===== config.mk =====
export PLATFORM = sky130hd
export DESIGN_NAME = rp_chs_calc
export DESIGN_NICKNAME = d
export VERILOG_FILES = /design/src/rtl/rp_chs_calc_pkg.sv /design/src/rtl/rp_seqdiv.sv /design/src/rtl/rp_chs_calc.sv
export SDC_FILE = /design/constraint.sdc
export NUM_CORES = 1
export LEC_CHECK = 0
export CAP_MARGIN = 15
export CORE_MARGIN = 1
export CORE_UTILIZATION = 63
export DETAILED_ROUTE_END_ITERATION = 6
export DONT_BUFFER_PORTS = 1
export PLACE_DENSITY = 0.79
export SETUP_SLACK_MARGIN = 0.4
export SLEW_MARGIN = 10
export SYNTH_ARGS = -nofsm -noshare
export SYNTH_HDL_FRONTEND = slang
export SYNTH_HIERARCHICAL = 1
export SYNTH_SLANG_ARGS = --single-unit

===== constraint.sdc =====
create_clock -name clk -period 3.9 [get_ports clk]
set_input_delay 0.39 -clock clk [delete_from_list [all_inputs] [get_ports clk]]
set_output_delay 0.39 -clock clk [all_outputs]
set_load 0.02 [all_outputs]

===== src/rtl/rp_chs_calc_pkg.sv =====
// Shared constants and state encoding for the RP linear-sector to cylinder/track/sector decoder.
package rp_chs_calc_pkg;

  localparam int unsigned LsaW     = 21;
  localparam int unsigned HW       = 20;
  localparam int unsigned DcaW     = 10;
  localparam int unsigned TsW      = 6;
  localparam int unsigned DivSteps = 20;
  localparam int unsigned CntW     = 5;

  typedef enum logic [1:0] {
    StIdle,
    StLoad,
    StSect,
    StTrack
  } chs_state_e;

endpackage


===== src/rtl/rp_seqdiv.sv =====
// Sequential 20-bit by 6-bit restoring divider, one quotient bit per cycle, MSB first.
// done_o marks the final step; quotient_o/remainder_o carry that step's result in the same cycle.
module rp_seqdiv
  import rp_chs_calc_pkg::*;
(
  input  logic           clk,
  input  logic           rst,
  input  logic           start_i,
  input  logic [HW-1:0]  dividend_i,
  input  logic [TsW-1:0] divisor_i,
  output logic           done_o,
  output logic [HW-1:0]  quotient_o,
  output logic [TsW-1:0] remainder_o
);

  logic [HW-1:0]   quo_q, quo_d;
  logic [TsW-1:0]  rem_q, rem_d;
  logic [TsW-1:0]  div_q;
  logic [CntW-1:0] cnt_q;
  logic            run_q;

  logic [TsW:0] trial;
  logic [TsW:0] diff;
  logic         ge;
  logic         last;
  logic         unused_diff_msb;

  always_comb begin
    trial = {rem_q, quo_q[HW-1]};
    diff  = trial - {1'b0, div_q};
    ge    = (trial >= {1'b0, div_q});
    rem_d = ge ? diff[TsW-1:0] : trial[TsW-1:0];
    quo_d = {quo_q[HW-2:0], ge};
    last  = (cnt_q == CntW'(DivSteps - 1));
  end

  assign unused_diff_msb = diff[TsW];

  assign done_o      = run_q && last;
  assign quotient_o  = quo_d;
  assign remainder_o = rem_d;

  always_ff @(posedge clk or posedge rst) begin
    if (rst) begin
      quo_q <= '0;
      rem_q <= '0;
      div_q <= '0;
      cnt_q <= '0;
      run_q <= 1'b0;
    end else if (start_i) begin
      quo_q <= dividend_i;
      rem_q <= '0;
      div_q <= divisor_i;
      cnt_q <= '0;
      run_q <= 1'b1;
    end else if (run_q) begin
      quo_q <= quo_d;
      rem_q <= rem_d;
      cnt_q <= cnt_q + 1'b1;
      if (last) begin
        run_q <= 1'b0;
      end
    end
  end

endmodule


===== src/rtl/rp_chs_calc.sv =====
// Decodes an SD linear sector address into RP cylinder/track/sector using one shared divider.
// Optional range checking (odd LSA, zero geometry, cylinder overflow) enabled by RPCHS_RANGECHK_EN.
module rp_chs_calc
  import rp_chs_calc_pkg::*;
(
  input  logic            clk,
  input  logic            rst,
  input  logic [TsW-1:0]  rpTRKNUM,
  input  logic [TsW-1:0]  rpSECNUM,
  input  logic [LsaW-1:0] rpSDLSA,
  input  logic            rpCHSSTRT,
  output logic            rpCHSBUSY,
  output logic [DcaW-1:0] rpDCA,
  output logic [TsW-1:0]  rpTA,
  output logic [TsW-1:0]  rpSA,
  output logic            rpCHSERR
);

  chs_state_e state_q, state_d;

  logic [HW-1:0]   lsa_hi_q;
  logic [TsW-1:0]  trk_q;
  logic [TsW-1:0]  sec_q;
  logic [TsW-1:0]  sa_tmp_q;
  logic [DcaW-1:0] dca_q;
  logic [TsW-1:0]  ta_q;
  logic [TsW-1:0]  sa_q;

  logic            div_start;
  logic [HW-1:0]   div_dividend;
  logic [TsW-1:0]  div_divisor;
  logic            div_done;
  logic [HW-1:0]   div_quo;
  logic [TsW-1:0]  div_rem;

  logic capture;
  logic sect_done;
  logic complete;
  logic geom_zero;

  rp_seqdiv u_div (
    .clk         (clk),
    .rst         (rst),
    .start_i     (div_start),
    .dividend_i  (div_dividend),
    .divisor_i   (div_divisor),
    .done_o      (div_done),
    .quotient_o  (div_quo),
    .remainder_o (div_rem)
  );

  // The sector quotient feeds straight back in as the track dividend on the SECT->TRACK edge.
  always_comb begin
    state_d      = state_q;
    div_start    = 1'b0;
    div_dividend = lsa_hi_q;
    div_divisor  = sec_q;
    capture      = 1'b0;
    sect_done    = 1'b0;
    complete     = 1'b0;
    unique case (state_q)
      StIdle: begin
        if (rpCHSSTRT) begin
          capture = 1'b1;
          state_d = StLoad;
        end
      end
      StLoad: begin
        div_start = 1'b1;
        state_d   = StSect;
      end
      StSect: begin
        div_dividend = div_quo;
        div_divisor  = trk_q;
        if (div_done) begin
          div_start = 1'b1;
          sect_done = 1'b1;
          state_d   = StTrack;
        end
      end
      StTrack: begin
        if (div_done) begin
          complete = 1'b1;
          state_d  = StIdle;
        end
      end
      default: state_d = StIdle;
    endcase
  end

  assign geom_zero = (sec_q == '0) || (trk_q == '0);
  assign rpCHSBUSY = (state_q != StIdle);

  always_ff @(posedge clk or posedge rst) begin
    if (rst) begin
      state_q  <= StIdle;
      lsa_hi_q <= '0;
      trk_q    <= '0;
      sec_q    <= '0;
      sa_tmp_q <= '0;
      dca_q    <= '0;
      ta_q     <= '0;
      sa_q     <= '0;
    end else begin
      state_q <= state_d;
      if (capture) begin
        lsa_hi_q <= rpSDLSA[LsaW-1:1];
        trk_q    <= rpTRKNUM;
        sec_q    <= rpSECNUM;
      end
      if (sect_done) begin
        sa_tmp_q <= div_rem;
      end
      if (complete) begin
        dca_q <= geom_zero ? '0 : div_quo[DcaW-1:0];
        ta_q  <= geom_zero ? '0 : div_rem;
        sa_q  <= geom_zero ? '0 : sa_tmp_q;
      end
    end
  end

  assign rpDCA = dca_q;
  assign rpTA  = ta_q;
  assign rpSA  = sa_q;

`ifdef RPCHS_RANGECHK_EN
  logic lsa_odd_q;
  logic err_q;

  always_ff @(posedge clk or posedge rst) begin
    if (rst) begin
      lsa_odd_q <= 1'b0;
      err_q     <= 1'b0;
    end else begin
      if (capture) begin
        lsa_odd_q <= rpSDLSA[0];
      end
      if (complete) begin
        err_q <= lsa_odd_q || geom_zero || (div_quo[HW-1:DcaW] != '0);
      end
    end
  end

  assign rpCHSERR = err_q;
`else
  logic unused_lsa0;
  logic unused_quo_hi;

  assign unused_lsa0   = rpSDLSA[0];
  assign unused_quo_hi = ^div_quo[HW-1:DcaW];
  assign rpCHSERR      = 1'b0;
`endif

endmodule


# After elaboration in Yosys (flattened, before gate mapping)

Index checks and enable logic that the tools add are counted.

Output and inout port bits: 24
Input bits: 36
Logic and storage cells: 56
Bits in registers: 100

Reduce and logical (&&, ||, !) cells: 8
Magnitude comparators: 1
Add/subtract/negate cells: 2
Equality and inequality tests: 7
Muxes and demuxes: 25

Operator list:

| operator                                                               | number |
|---|---|
| 20-bit two-way mux                                                     | 3 |
| 6-bit two-way mux                                                      | 6 |
| 6-bit zero test                                                        | 2 |
| 10-bit two-way mux                                                     | 1 |
| 5-bit two-way mux                                                      | 2 |
| 1-bit two-way mux                                                      | 8 |
| 2-bit case mux with 4 select lines                                     | 1 |
| 7-bit by 6-bit >= comparator with 1-bit output                         | 1 |
| 2-bit two-way mux                                                      | 3 |
| 2-bit inequality test (second input constant)                          | 3 |
| 6-bit subtractor                                                       | 1 |
| 5-bit by 1-bit adder with 5-bit output (second input constant)         | 1 |
| 5-bit equality test (second input constant)                            | 1 |
| 2-bit equality test (second input constant)                            | 2 |
| 2-bit nonzero test                                                     | 2 |
| 3-bit AND reduction                                                    | 1 |
| 2-bit by 1-bit equality test with 1-bit output (second input constant) | 1 |
| 2-bit zero test                                                        | 1 |
| 1-bit case mux with 2 select lines                                     | 1 |
| 1-bit logical AND                                                      | 1 |
| 1-bit logical OR                                                       | 1 |

# Logic depth before layout (Yosys ltp)

Word-level depth: 5
Depth in mapped cells: 11
Depth with buffers taken out: 10

# Cells and area by module

Netlist, hierarchy kept.

By module, submodules not included:

| module      | cells an instance | area an instance (um^2) | instances |
|---|---|---|---|
| rp_chs_calc | 231               | 2,805.2                 | 1 |
| rp_seqdiv   | 231               | 2,203.4                 | 1 |

# Worst setup path after synthesis

No wires, ideal clock.

Path kind: flip-flop to flip-flop
Start: register u_div.run_q
End: register u_div.div_q[2]
Cell stages (with the launch flop): 11
Period minus slack after synthesis: 2.793 ns
Required time: 3.766 ns
Path slack: 1.107 ns
Setup time: 0.134 ns
Path buffers: 5
Arrival: 2.659 ns
Cell sequence: dfrtp_1 clkbuf_1 clkbuf_1 nand2_1 nor4b_1 a21oi_1 nor2b_1 clkbuf_1 clkbuf_1 buf_1 o21ai_0

Cells in the longest elaborated chain, start to end: 3

Ends and longest elaborated chain:

| what                               | RTL line          | source |
|---|---|---|
| from (decl)                        | rp_seqdiv.sv:20   | `logic run_q;` |
| from (signal assigned)             | rp_seqdiv.sv:49   | `run_q <= 1'b0;` |
| from (signal assigned)             | rp_seqdiv.sv:55   | `run_q <= 1'b1;` |
| from (signal assigned)             | rp_seqdiv.sv:61   | `run_q <= 1'b0;` |
| 1-bit logical AND                  | rp_seqdiv.sv:39   | `assign done_o = run_q && last;` |
| named net div_done                 | rp_chs_calc.sv:32 | `logic div_done;` |
| 1-bit two-way mux                  | rp_chs_calc.sv:75 | `if (div_done) begin` |
| 1-bit case mux with 2 select lines | rp_chs_calc.sv:61 | `unique case (state_q)` |
| named net div_start                | rp_chs_calc.sv:29 | `logic div_start;` |
| to (signal assigned)               | rp_seqdiv.sv:53   | `div_q <= divisor_i;` |
| to (decl)                          | rp_seqdiv.sv:18   | `logic [TsW-1:0] div_q;` |

The timed path passes the listed nets, and every way through them passes these cells.
A chain may end at the register's enable or synchronous reset.

# Worst setup path after layout

Start: register u_div.cnt_q[0]
End: register u_div.rem_q[2]

Cells in the longest elaborated chain, start to end: 5
Elaborated cells between the ends (all ways): 6
Classes of those cells: 1 x eq/ne; 3 x mux; 2 x reduce/logical

Ends and longest elaborated chain:

| what                                                           | RTL line          | source |
|---|---|---|
| from (decl)                                                    | rp_seqdiv.sv:19   | `logic [CntW-1:0] cnt_q;` |
| from (signal assigned)                                         | rp_seqdiv.sv:59   | `cnt_q <= cnt_q + 1'b1;` |
| 5-bit equality test (*)                                        | rp_seqdiv.sv:34   | `last = (cnt_q == CntW'(DivSteps - 1));` |
| 1-bit logical AND (*)                                          | rp_seqdiv.sv:39   |  |
| named net div_done                                             | rp_chs_calc.sv:32 |  |
| 1-bit two-way mux (*)                                          | rp_chs_calc.sv:75 |  |
| 1-bit case mux with 2 select lines (*)                         | rp_chs_calc.sv:61 |  |
| named net div_start                                            | rp_chs_calc.sv:29 |  |
| 6-bit two-way mux / 2-bit nonzero test (equally long branches) | n/a               |  |
| to (signal assigned)                                           | rp_seqdiv.sv:58   | `rem_q <= rem_d;` |
| to (decl)                                                      | rp_seqdiv.sv:17   | `logic [TsW-1:0] rem_q, rem_d;` |

The timed path passes the listed nets; every way through them passes the cells marked *.

==> results.py <==
metrics = {
    "setup_path": {
        "r2r_slack_ns": 1.26,
        "reg2reg_depth": 10,
        "critPathSlowestCell": "nor2b_4",
        "reg2reg_from": "u_div/cnt_q[0]$_DFFE_PP0P_",
        "path_cells": "ha_1, nand2_1, nor4b_1, buf_4, a21oi_1, nor2b_4, inv_1, nand3_1, mux2i_1, a31o_2",
        "reg2reg_to": "u_div/rem_q[2]$_DFFE_PP0P_",
        "critPathKind": "reg2reg",
        "start_kind": "flip-flop",
        "crit_required_ns": 4.15,
        "arrival_ns": 2.89,
        "max_stage_delay_ns": 0.52,
        "crit_fanout": 32,
        "end_kind": "flip-flop",
    },
    "grt": {
        "first_global_vias": 3132,
        "antenna_found_initial": 0,
        "grt_start_max_net_pins": 63,
        "top_usage_layer": "met2",
        "use_met3_pct": 4.86,
        "use_met1_pct": 30.2,
        "overflow": 0,
        "grt_pass1_wl_mm": 14.8,
        "met2_usage_pct": 36.2,
        "track_usage_pct": 22.4,
    },
    "route": {
        "route.detailed.drc": 0,
        "via_per_inst": 5.81,
        "drt_iter0_drc": 219,
        "ant_nets": 0,
        "avgRoutedWirePerCell_um": 15.9,
        "wirelength_mm": 8.65,
        "route.vias.total": 3153,
        "drt-pass1-iter-count": 4,
    },
    "pwr": {
        "vdd_drop_max_uv": 486,
        "powerDensity_nw_per_um2": 861,
        "p_total_uw": 4390,
        "p_leak_uw": 0.00229,
    },
    "yosys": {
        "synth_edf_count": 0,
        "syn-instance-count": 462,
        "syn_avg_cell_area_um2": 10.8,
        "yosys_warnings": 6,
        "ys_ff_latch": 100,
        "syn_area_um2": 5010,
        "syn_nets": 512,
        "ys_async_sr_fraction_pct": 100,
        "synth_cell_types": 46,
        "seq_area_frac_synth_pct": 50.0,
        "ys.flop_type": "dfrtp_1",
    },
    "final_layout": {
        "antenna_cells": 0,
        "final_common_cell": "dfrtp_1",
        "post-route-util_pct": 65.9,
        "layout_common_cells": "dfrtp_1, nand2_1, mux2_2, o21ai_0, nor2_1",
        "area_growth_pct": 1.72,
        "drive_gt1_share_pct": 22.2,
        "nNetsFinal": 487,
        "fill_cells": 598,
    },
    "floorplanning": {
        "start_util_pct": 64.8,
        "num_rows": 32,
        "ioPinCount": 60,
        "die_area_um2": 8310,
        "die_h_um": 91.2,
        "design.core.area_um2": 7730,
        "die_w_um": 91.2,
    },
    "clock_network": {
        "cts-htree-levels": 3,
        "cts_post_setup_buffers_inserted": 0,
        "cts_tree": "yes",
        "clock_sinks": 100,
        "cts_buffers": 9,
        "cts.clk_slew.worst_paths_ns": 0.09,
        "postCtsHoldBufs": 0,
        "cts-root-buf": "clkbuf_8",
        "insertion_delay_ns": 0.36,
        "clockBufferDepth": 2,
        "post_cts_resized": 0,
    },
    "job": {
        "cap_violations": 0,
    },
    "place": {
        "gp_congestion": 0.849,
        "post-place-ws_ns": 1.28,
        "io_buffer_count": 0,
        "place_hpwl_mm": 5.96,
    },
    "timing": {
        "rsz0062_at_grt": "no",
        "layout_min_cycle_time_ns": 2.64,
        "period_share_pct": 67.8,
        "setup_viol": 0,
        "setup_tns_ns": 0,
        "slew_headroom_pct": 49.9,
        "tightest_slew_ns": 0.752,
        "finalWorstSetupSlack_ns": 1.26,
        "clock.fmax_mhz": 378,
        "skew_ns": 0.00969,
        "slew_viol_final": 0,
        "hold_violations": 0,
        "whs_ns": 0.0301,
    },
    "outcome": {
        "status": "finished clean",
    },
    "min_path": {
        "hp-class": "in2async",
    },
}
## layout make-up
| cell class | count | area, um^2 | area share [%] |
|---|---|---|---|
| Multi-Input combinational cell | 302 | 2180 | 42.7 |
| Clock inverter | 5 | 37.5 | 0.737 |
| Sequential cell | 100 | 2500 | 49.1 |
| Clock buffer | 10 | 128 | 2.50 |
| Inverter | 16 | 62.6 | 1.23 |
| Timing Repair Buffer | 8 | 60.1 | 1.18 |
| Tap cell | 102 | 128 | 2.50 |
## report_power, final
| group | switching (uW) | total [uW] | internal (uW) | leakage, uW |
|---|---|---|---|---|
| Clock | 352 | 585 | 232 | 0.0000792 |
| Combinational | 1050 | 2060 | 1010 | 0.000952 |
| Sequential | 304 | 1740 | 1440 | 0.00126 |
| Total | 1710 | 4390 | 2680 | 0.00229 |
## sequential cells by signal, summed over array words and instances, names as in the netlist
name and count:
u_div/rem_q 6, trk_q 6, lsa_hi_q 20, rpDCA 10
u_div/div_q 6, u_div/quo_q 20, sa_tmp_q 6, rpSA 6
sec_q 6, rpTA 6, u_div/cnt_q 5, u_div/run_q 1
state_q 2
## cells in the mapped netlist, types with 2 or more instances
library cell / count / area share (%)
nor4_1: 4 / 0.50
inv_1: 14 / 1.0
ha_1: 13 / 3.2
clkbuf_1: 12 / 0.90
xor2_1: 4 / 0.70
buf_2: 6 / 0.60
xnor2_1: 2 / 0.35
nor2_1: 24 / 1.8
o21ai_1: 8 / 0.80
nor2b_1: 4 / 0.50
nand3_1: 2 / 0.20
nand2_1: 76 / 5.7
a21o_1: 2 / 0.30
mux2_2: 68 / 15
buf_6: 2 / 0.45
buf_4: 23 / 3.4
dfrtp_1: 100 / 50
nand2b_1: 2 / 0.25
o21ai_0: 41 / 4.1
a21oi_1: 6 / 0.60
o21a_1: 2 / 0.30
nand4_1: 2 / 0.25
mux2i_1: 22 / 4.4
## logic make-up after synthesis
| logic type | count (synthesis) | share of synthesized area, % |
|---|---|---|
| AND/OR/NAND/NOR | 119 | 9.94 |
| AO/OA/AOI/OAI | 71 | 8.62 |
| XOR/XNOR | 6 | 1.05 |
| adder cells (fa/ha/maj) | 14 | 3.65 |
| buffers and inverters | 60 | 6.72 |
| other | 1 | 0.0749 |
| flip-flops | 100 | 50.0 |
| multiplexers | 91 | 20.0 |
## worst max-delay path by stage
stage	startpoint	depth (start not counted)	slack, ns	end
after global placement	u_div/cnt_q[0]$_DFFE_PP0P_	10	1.38	u_div/rem_q[2]$_DFFE_PP0P_
after floorplan	u_div/run_q$_DFF_PP0_	10	1.11	u_div/div_q[2]$_DFFE_PP0P_
final	u_div/cnt_q[0]$_DFFE_PP0P_	10	1.26	u_div/rem_q[2]$_DFFE_PP0P_
after CTS	u_div/cnt_q[0]$_DFFE_PP0P_	10	1.24	u_div/rem_q[2]$_DFFE_PP0P_
after global routing	u_div/cnt_q[0]$_DFFE_PP0P_	10	1.02	u_div/rem_q[2]$_DFFE_PP0P_
after detailed placement	u_div/cnt_q[0]$_DFFE_PP0P_	10	1.28	u_div/rem_q[2]$_DFFE_PP0P_
## stage by stage
stage          instances  instance area [um^2]
6_report             543                  5090
3_5_place_dp         528                  4930
3_3_place_gp         528                  4930
5_1_grt              543                  5090
4_1_cts              543                  5090
2_1_floorplan        462                  5010
## critical path: cells and delay by family (launching register included)
| kind | cells | cell delay [ns] |
|---|---|---|
| simple gates | 4 | 1.07 |
| buf+inv | 2 | 0.46 |
| flops | 1 | 0.40 |
| mux | 1 | 0.07 |
| compound gates | 2 | 0.31 |
| fa+ha+maj | 1 | 0.21 |
## layer usage
| layer | vias up | routed length, um |
|---|---|---|
| li1 | 1504 | - |
| met1 | 1559 | 4010 |
| met2 | 79 | 4170 |
| met3 | 11 | 344 |
| met4 | 0 | 121 |
| met5 | - | 0 |
(Power assumes the default switching activity.)
